<file path="config.mk">
export PLATFORM = sky130hd
export DESIGN_NAME = rgb_ctl_flat
export DESIGN_NICKNAME = d
export VERILOG_FILES = /design/src/rtl/rgb_pkg.sv /design/src/rtl/rgb_if.sv /design/src/rtl/rgb_dither_seq.sv /design/src/rtl/rgb_ctl.sv /design/src/flat_wrapper.sv
export SDC_FILE = /design/constraint.sdc
export NUM_CORES = 1
export LEC_CHECK = 0
export CAP_MARGIN = 20
export CORE_MARGIN = 4
export CORE_UTILIZATION = 45
export CTS_CLUSTER_DIAMETER = 100
export DETAILED_ROUTE_END_ITERATION = 8
export PLACE_DENSITY = 0.75
export RECOVER_POWER = 100
export SYNTH_ARGS = -nofsm -noshare
export SYNTH_HDL_FRONTEND = slang
export SYNTH_SLANG_ARGS = --single-unit
</file>
<file path="constraint.sdc">
create_clock -name clk28 -period 1.6 [get_ports clk28]
set_clock_uncertainty 0.05 [all_clocks]
set_input_delay 0.48 -clock clk28 [delete_from_list [all_inputs] [get_ports clk28]]
set_output_delay 0.48 -clock clk28 [all_outputs]
set_load 0.05 [all_outputs]
</file>
<file path="src/rtl/rgb_pkg.sv">
// Shared types and field positions for the RGB quantizer control block.
// Latency: n/a (types and constants only).
// Backpressure: n/a.
package rgb_pkg;

  // Field positions inside the CPU-visible config byte.
  localparam int CFG_UP_ALLOW  = 0;
  localparam int CFG_BOOST     = 1;
  localparam int CFG_DITHER_EN = 2;
  localparam int CFG_DMODE_LO  = 3;
  localparam int CFG_DMODE_HI  = 4;
  localparam int CFG_APPLY_NOW = 5;
  localparam int CFG_W         = 6;

  // Which phase bits drive the dither strobe.
  typedef enum logic [1:0] {
    DM_PIX     = 2'b00,
    DM_PIXLINE = 2'b01,
    DM_ALL     = 2'b10,
    DM_FRAME   = 2'b11
  } dmode_e;

  // Stored config; bits [7:6] of a write are dropped.
  typedef struct packed {
    logic   apply_now;
    dmode_e dmode;
    logic   dither_en;
    logic   boost;
    logic   up_allow;
  } cfg_t;

endpackage

</file>
<file path="src/rtl/rgb_if.sv">
// CPU config bus between the port decoder and the RGB control block.
// Latency: readback is combinational from the stored shadow/pending state.
// Backpressure: none; every write strobe is accepted.
interface rgb_if;
  logic       cfg_wr;
  logic [7:0] cfg_data;
  logic [7:0] cfg_q;

  modport master (output cfg_wr, output cfg_data, input cfg_q);
  modport slave  (input cfg_wr, input cfg_data, output cfg_q);
endinterface

</file>
<file path="src/rtl/rgb_dither_seq.sv">
// Pixel/line/frame phase counters and the dither strobe selector.
// Latency: strobe is registered, one clk28 after the phase or config change.
// Backpressure: none; timing pulses are consumed as they arrive.
module rgb_dither_seq
  import rgb_pkg::*;
#(
  parameter int FRAME_DIV = 1
) (
  input  logic   clk28,
  input  logic   rst_n,
  input  logic   ck7,
  input  logic   hsync_start,
  input  logic   vsync_start,
  input  logic   dither_en,
  input  dmode_e dmode,
  output logic   strobe
);

  localparam logic [3:0] FRAME_LAST = 4'(FRAME_DIV - 1);

  logic       pix_ph;
  logic       line_ph;
  logic       frame_ph;
  logic [3:0] frame_cnt;
  logic       strobe_nxt;

  // Phase counters: line start restarts the pixel phase, frame start restarts the line phase.
  always_ff @(posedge clk28 or negedge rst_n) begin
    if (!rst_n) begin
      pix_ph    <= 1'b0;
      line_ph   <= 1'b0;
      frame_ph  <= 1'b0;
      frame_cnt <= 4'd0;
    end else begin
      if (hsync_start) begin
        pix_ph <= 1'b0;
      end else if (ck7) begin
        pix_ph <= ~pix_ph;
      end

      if (vsync_start) begin
        line_ph <= 1'b0;
      end else if (hsync_start) begin
        line_ph <= ~line_ph;
      end

      if (vsync_start) begin
        if (frame_cnt == FRAME_LAST) begin
          frame_cnt <= 4'd0;
          frame_ph  <= ~frame_ph;
        end else begin
          frame_cnt <= frame_cnt + 4'd1;
        end
      end
    end
  end

  // Strobe source select; held high when dithering is off.
  always_comb begin
    strobe_nxt = 1'b1;
    if (dither_en) begin
      case (dmode)
        DM_PIX:     strobe_nxt = pix_ph;
        DM_PIXLINE: strobe_nxt = pix_ph ^ line_ph;
        DM_ALL:     strobe_nxt = pix_ph ^ line_ph ^ frame_ph;
        DM_FRAME:   strobe_nxt = frame_ph;
        default:    strobe_nxt = 1'b1;
      endcase
    end
  end

  // Register the strobe so the quantizer sees a clean clk28-aligned signal.
  always_ff @(posedge clk28 or negedge rst_n) begin
    if (!rst_n) begin
      strobe <= 1'b1;
    end else begin
      strobe <= strobe_nxt;
    end
  end

endmodule

</file>
<file path="src/rtl/rgb_ctl.sv">
// Config double-buffer, dither sequencing and mode priority for the RGB quantizer.
// Latency: outputs registered, one clk28 after the active config/input change.
// Backpressure: none; config writes and timing pulses are always accepted.
module rgb_ctl
  import rgb_pkg::*;
#(
  parameter logic [7:0] RESET_CFG = 8'h00,
  parameter int         FRAME_DIV = 1
) (
  input  logic clk28,
  input  logic rst_n,
  input  logic ck7,
  input  logic hsync_start,
  input  logic vsync_start,
  input  logic ulaplus_active,
  rgb_if.slave cfg_bus,
  output logic strobe,
  output logic up_en,
  output logic bright_boost
);

  localparam cfg_t CFG_RST = cfg_t'(RESET_CFG[CFG_W-1:0]);

  cfg_t shadow;
  cfg_t active;
  cfg_t wr_cfg;
  logic pending;
  logic up_req;
  logic unused_bits;

  assign wr_cfg      = cfg_t'(cfg_bus.cfg_data[CFG_W-1:0]);
  assign up_req      = active.up_allow & ulaplus_active;
  assign unused_bits = ^{cfg_bus.cfg_data[7:6], active.apply_now};

  // Shadow/active double buffer: writes land in shadow and reach active at frame
  // start, unless apply_now is set or the write coincides with frame start.
  always_ff @(posedge clk28 or negedge rst_n) begin
    if (!rst_n) begin
      shadow  <= CFG_RST;
      active  <= CFG_RST;
      pending <= 1'b0;
    end else if (cfg_bus.cfg_wr) begin
      shadow <= wr_cfg;
      if (wr_cfg.apply_now || vsync_start) begin
        active  <= wr_cfg;
        pending <= 1'b0;
      end else begin
        pending <= 1'b1;
      end
    end else if (vsync_start && pending) begin
      active  <= shadow;
      pending <= 1'b0;
    end
  end

  // Mode outputs: ULA+ quantization wins over bright boost so they never overlap.
  always_ff @(posedge clk28 or negedge rst_n) begin
    if (!rst_n) begin
      up_en        <= 1'b0;
      bright_boost <= 1'b0;
    end else begin
      up_en        <= up_req;
      bright_boost <= active.boost & ~up_req;
    end
  end

  assign cfg_bus.cfg_q = {pending, 1'b0, shadow};

  rgb_dither_seq #(
    .FRAME_DIV (FRAME_DIV)
  ) u_dither_seq (
    .clk28       (clk28),
    .rst_n       (rst_n),
    .ck7         (ck7),
    .hsync_start (hsync_start),
    .vsync_start (vsync_start),
    .dither_en   (active.dither_en),
    .dmode       (active.dmode),
    .strobe      (strobe)
  );

endmodule

</file>
<file path="src/flat_wrapper.sv">
// flat-port wrapper written by rule: the top's interface ports become plain ports
module rgb_ctl_flat import rgb_pkg::*;
#(
  parameter logic [7:0] RESET_CFG = 8'h00,
  parameter int         FRAME_DIV = 1
)
  (clk28, rst_n, ck7, hsync_start, vsync_start, ulaplus_active, strobe, up_en, bright_boost, cfg_bus_cfg_wr, cfg_bus_cfg_data, cfg_bus_cfg_q);
  rgb_if cfg_bus_i ();
  input  logic clk28;
  input  logic rst_n;
  input  logic ck7;
  input  logic hsync_start;
  input  logic vsync_start;
  input  logic ulaplus_active;
  output logic strobe;
  output logic up_en;
  output logic bright_boost;
  input wire logic [$bits(cfg_bus_i.cfg_wr)-1:0] cfg_bus_cfg_wr;
  input wire logic [$bits(cfg_bus_i.cfg_data)-1:0] cfg_bus_cfg_data;
  output wire logic [$bits(cfg_bus_i.cfg_q)-1:0] cfg_bus_cfg_q;
  assign cfg_bus_i.cfg_wr = cfg_bus_cfg_wr;
  assign cfg_bus_i.cfg_data = cfg_bus_cfg_data;
  assign cfg_bus_cfg_q = cfg_bus_i.cfg_q;
  rgb_ctl #(.RESET_CFG(RESET_CFG), .FRAME_DIV(FRAME_DIV)) u_core (.clk28(clk28), .rst_n(rst_n), .ck7(ck7), .hsync_start(hsync_start), .vsync_start(vsync_start), .ulaplus_active(ulaplus_active), .cfg_bus(cfg_bus_i), .strobe(strobe), .up_en(up_en), .bright_boost(bright_boost));
endmodule
</file>
==> run metrics <==
f_max 630 MHz; detailed-route wire length per cell 13.1 microns; critical path required time about 1.8 ns; kind of critical path in2reg; final global-route overflow total 0; post-route ant nets 0; drt initial violations 6; setup bufs post-CTS 0; Crit. End Element register; period utilization 99.2%; post-synth top area share between 50% and 60%; final hold violation count 0; CTS tree built; starting density of the core 49.4%; Post-synth ARST share 100%; Synth Instances 78; Pleak about 0.6 nW; Worst-Margin Slew 0.523 ns; clk root buf clkbuf_4; Avg Synthesized Cell Area 13.1 sq um; hold path start u_core.active[2]$_DFFE_PN0P_; CTS buffer count 3; Reg2Reg Setup Slack between 0.3 and 0.4 ns; clk slew on worst S/H paths 0.12 ns; synthesized flop and latch total 22; CP Data Arrival Time 1.74 ns; power per cell area 1270 nW/um^2; status complete, no violations; Area Overhead vs Synth 25.2%; Core Rows 16; busiest metal layer after global routing met2; Synth Net Count 95; Worst-Skew Late Latency about 0.30 ns; Final Max Slew Viols 0; first-pass GRT wire length 3010 microns; GRT met2 Usage 19.9%; I/O Buffers 22; Post-synth top flop dfrtp_1; Post-CTS Resized 0; gr usage total 12.3%; DIE AREA 3090 sq um; Core ar. 2060 sq um; Post-synth top cells 21 x dfrtp_1, 10 x mux2_4, 5 x nor2_1; share of cells above drive strength 1 about 31%; initial antenna violation count 0; Detailed Routing Iterations Pass 1 4; top cell type by total area after synthesis dfrtp_1; register area share after synthesis a little over half; Worst Hold Endpoint u_core.u_dither_seq.strobe$_DFF_PN1_; Die Y 55.6 microns; Clock Path Buffers 2; worst-path fanout max 2; met3 usage roughly 2.6%; Final WS setup between 0.01 and 0.015 ns; Synth area leaders dfrtp_1 52%, mux2_4 15%, dfstp_2 2.6%; top-count cell post-synth dfrtp_1; r2r endpoint u_core.u_dither_seq.frame_ph$_DFFE_PN0P_; post-route minimum period 1.59 ns; dpl hpwl 1370 microns; vias in the first global route 656; Routed WL between 1500 and 2000 microns; Placed Cells 129; layout net count 124; placed cell area 1380 sq um; EDFF count, synth 0; htree depth 1; Design Power 1.62 mW; unrepaired setup endpoints after global routing no; worst hold path depth 1; via count approximately 660; Ys Warns 0; Distinct cells, synth 32; maximum vdd drop 0.000762 V; R2R depth 5; Cell Count, Final, Fillers Out approximately 130; # hold bufs at CTS 0; IO Count 26; origin of the critical flop-to-flop path u_core.u_dither_seq.frame_cnt[0]$_DFFE_PN0P_; DRC 0; vias per cell slightly below 5; CP Launch Type input pin; Place WS -0.291 ns; clk sink count 22; GPL Wtd Cong 0.660; Mapped Area 1020 sq um; Maximum Capacitance Violations 0; fin area 1270 sq um; Ant. Diodes 0; Finish-stage setup viols 0; met1 usage 15.4%; die width 55.6 microns; Min-Delay Path Class reg2reg; largest net degree at the start of global routing 23; Worst slew margin 65.1%
## cell usage in the layout, fill, tap and decap left out, types with 5 or more instances in the layout
cell,n
dfrtp_1,21
mux2_4,10
clkdlybuf4s50_1,9
clkbuf_2,7
nor2_1,5
## cell families (layout without fill, tap and decap cells)
kind of cell | Yosys count | in the layout | synth area share [%]
compound gates | 10 | 10 | 7.25
xor+xnor | 4 | 4 | 3.44
fa+ha+maj | 2 | 2 | 2.46
buf+inv | 6 | 34 | 4.05
flops | 22 | 22 | 54.2
mux | 11 | 11 | 15.8
other cells | 1 | 1 | 0.368
simple gates | 22 | 22 | 12.4
## stage by stage
step / util, % / setup TNS (ns) / hold slack (ns)
global placement: 67.1 / -1.54 / 0.380
floorplan: - / 0 / 0.134
global route: 61.8 / 0 / 0.441
CTS: 68.9 / 0 / 0.406
detailed placement: 67.1 / -1.93 / 0.387
finish: 61.8 / 0 / 0.407
## worst max-delay path by stage
stage / cells after the start / slack (ns) / from / to
detailed placement: 4 / -0.29 / cfg_bus_cfg_wr / u_core.active[2]$_DFFE_PN0P_
global placement: 4 / -0.26 / cfg_bus_cfg_wr / u_core.active[4]$_DFFE_PN0P_
floorplan: 3 / 0.28 / cfg_bus_cfg_wr / u_core.active[0]$_DFFE_PN0P_
finish: 4 / 0.01 / cfg_bus_cfg_wr / u_core.active[1]$_DFFE_PN0P_
global route: 1 / 0.02 / u_core.u_dither_seq.strobe$_DFF_PN1_ / strobe
CTS: 4 / 0.05 / cfg_bus_cfg_wr / u_core.active[2]$_DFFE_PN0P_
## per-layer routing
layer	share of wire, %	vias to the layer above
met4	2.0	0
met3	4.9	4
met5	0	-
met2	48	16
met1	45	316
li1	-	323
## final cells by class
type                            count  area [sq um]
Fill cell                         152           787
Timing Repair Buffer               28           220
Clock buffer                        4          36.3
Inverter                            2          7.51
Multi-Input combinational cell     50           425
Tap cell                           27          33.8
Sequential cell                    22           552
## worst max-delay path: stages
cell,delay [ns]
clkdlybuf4s50_1,0.49
clkbuf_1,0.19
mux2_4,0.33
mux2_4,0.26
## report_power, final
part / switching [mW] / internal, mW
Clock: 0.159 / 0.139
Combinational: 0.288 / 0.246
Sequential: 0.105 / 0.685
## sequential cells by signal, indices dropped and copies added (netlist names)
signal / cells
u_core.up_en: 1
u_core.u_dither_seq.frame_cnt: 4
u_core.bright_boost: 1
u_core.u_dither_seq.strobe: 1
u_core.u_dither_seq.frame_ph: 1
u_core.active: 5
u_core.cfg_bus.cfg_q: 6
u_core.u_dither_seq.pix_ph: 1
u_core.u_dither_seq.line_ph: 1
u_core.pending: 1
Power figures use the tool's default switching activity.
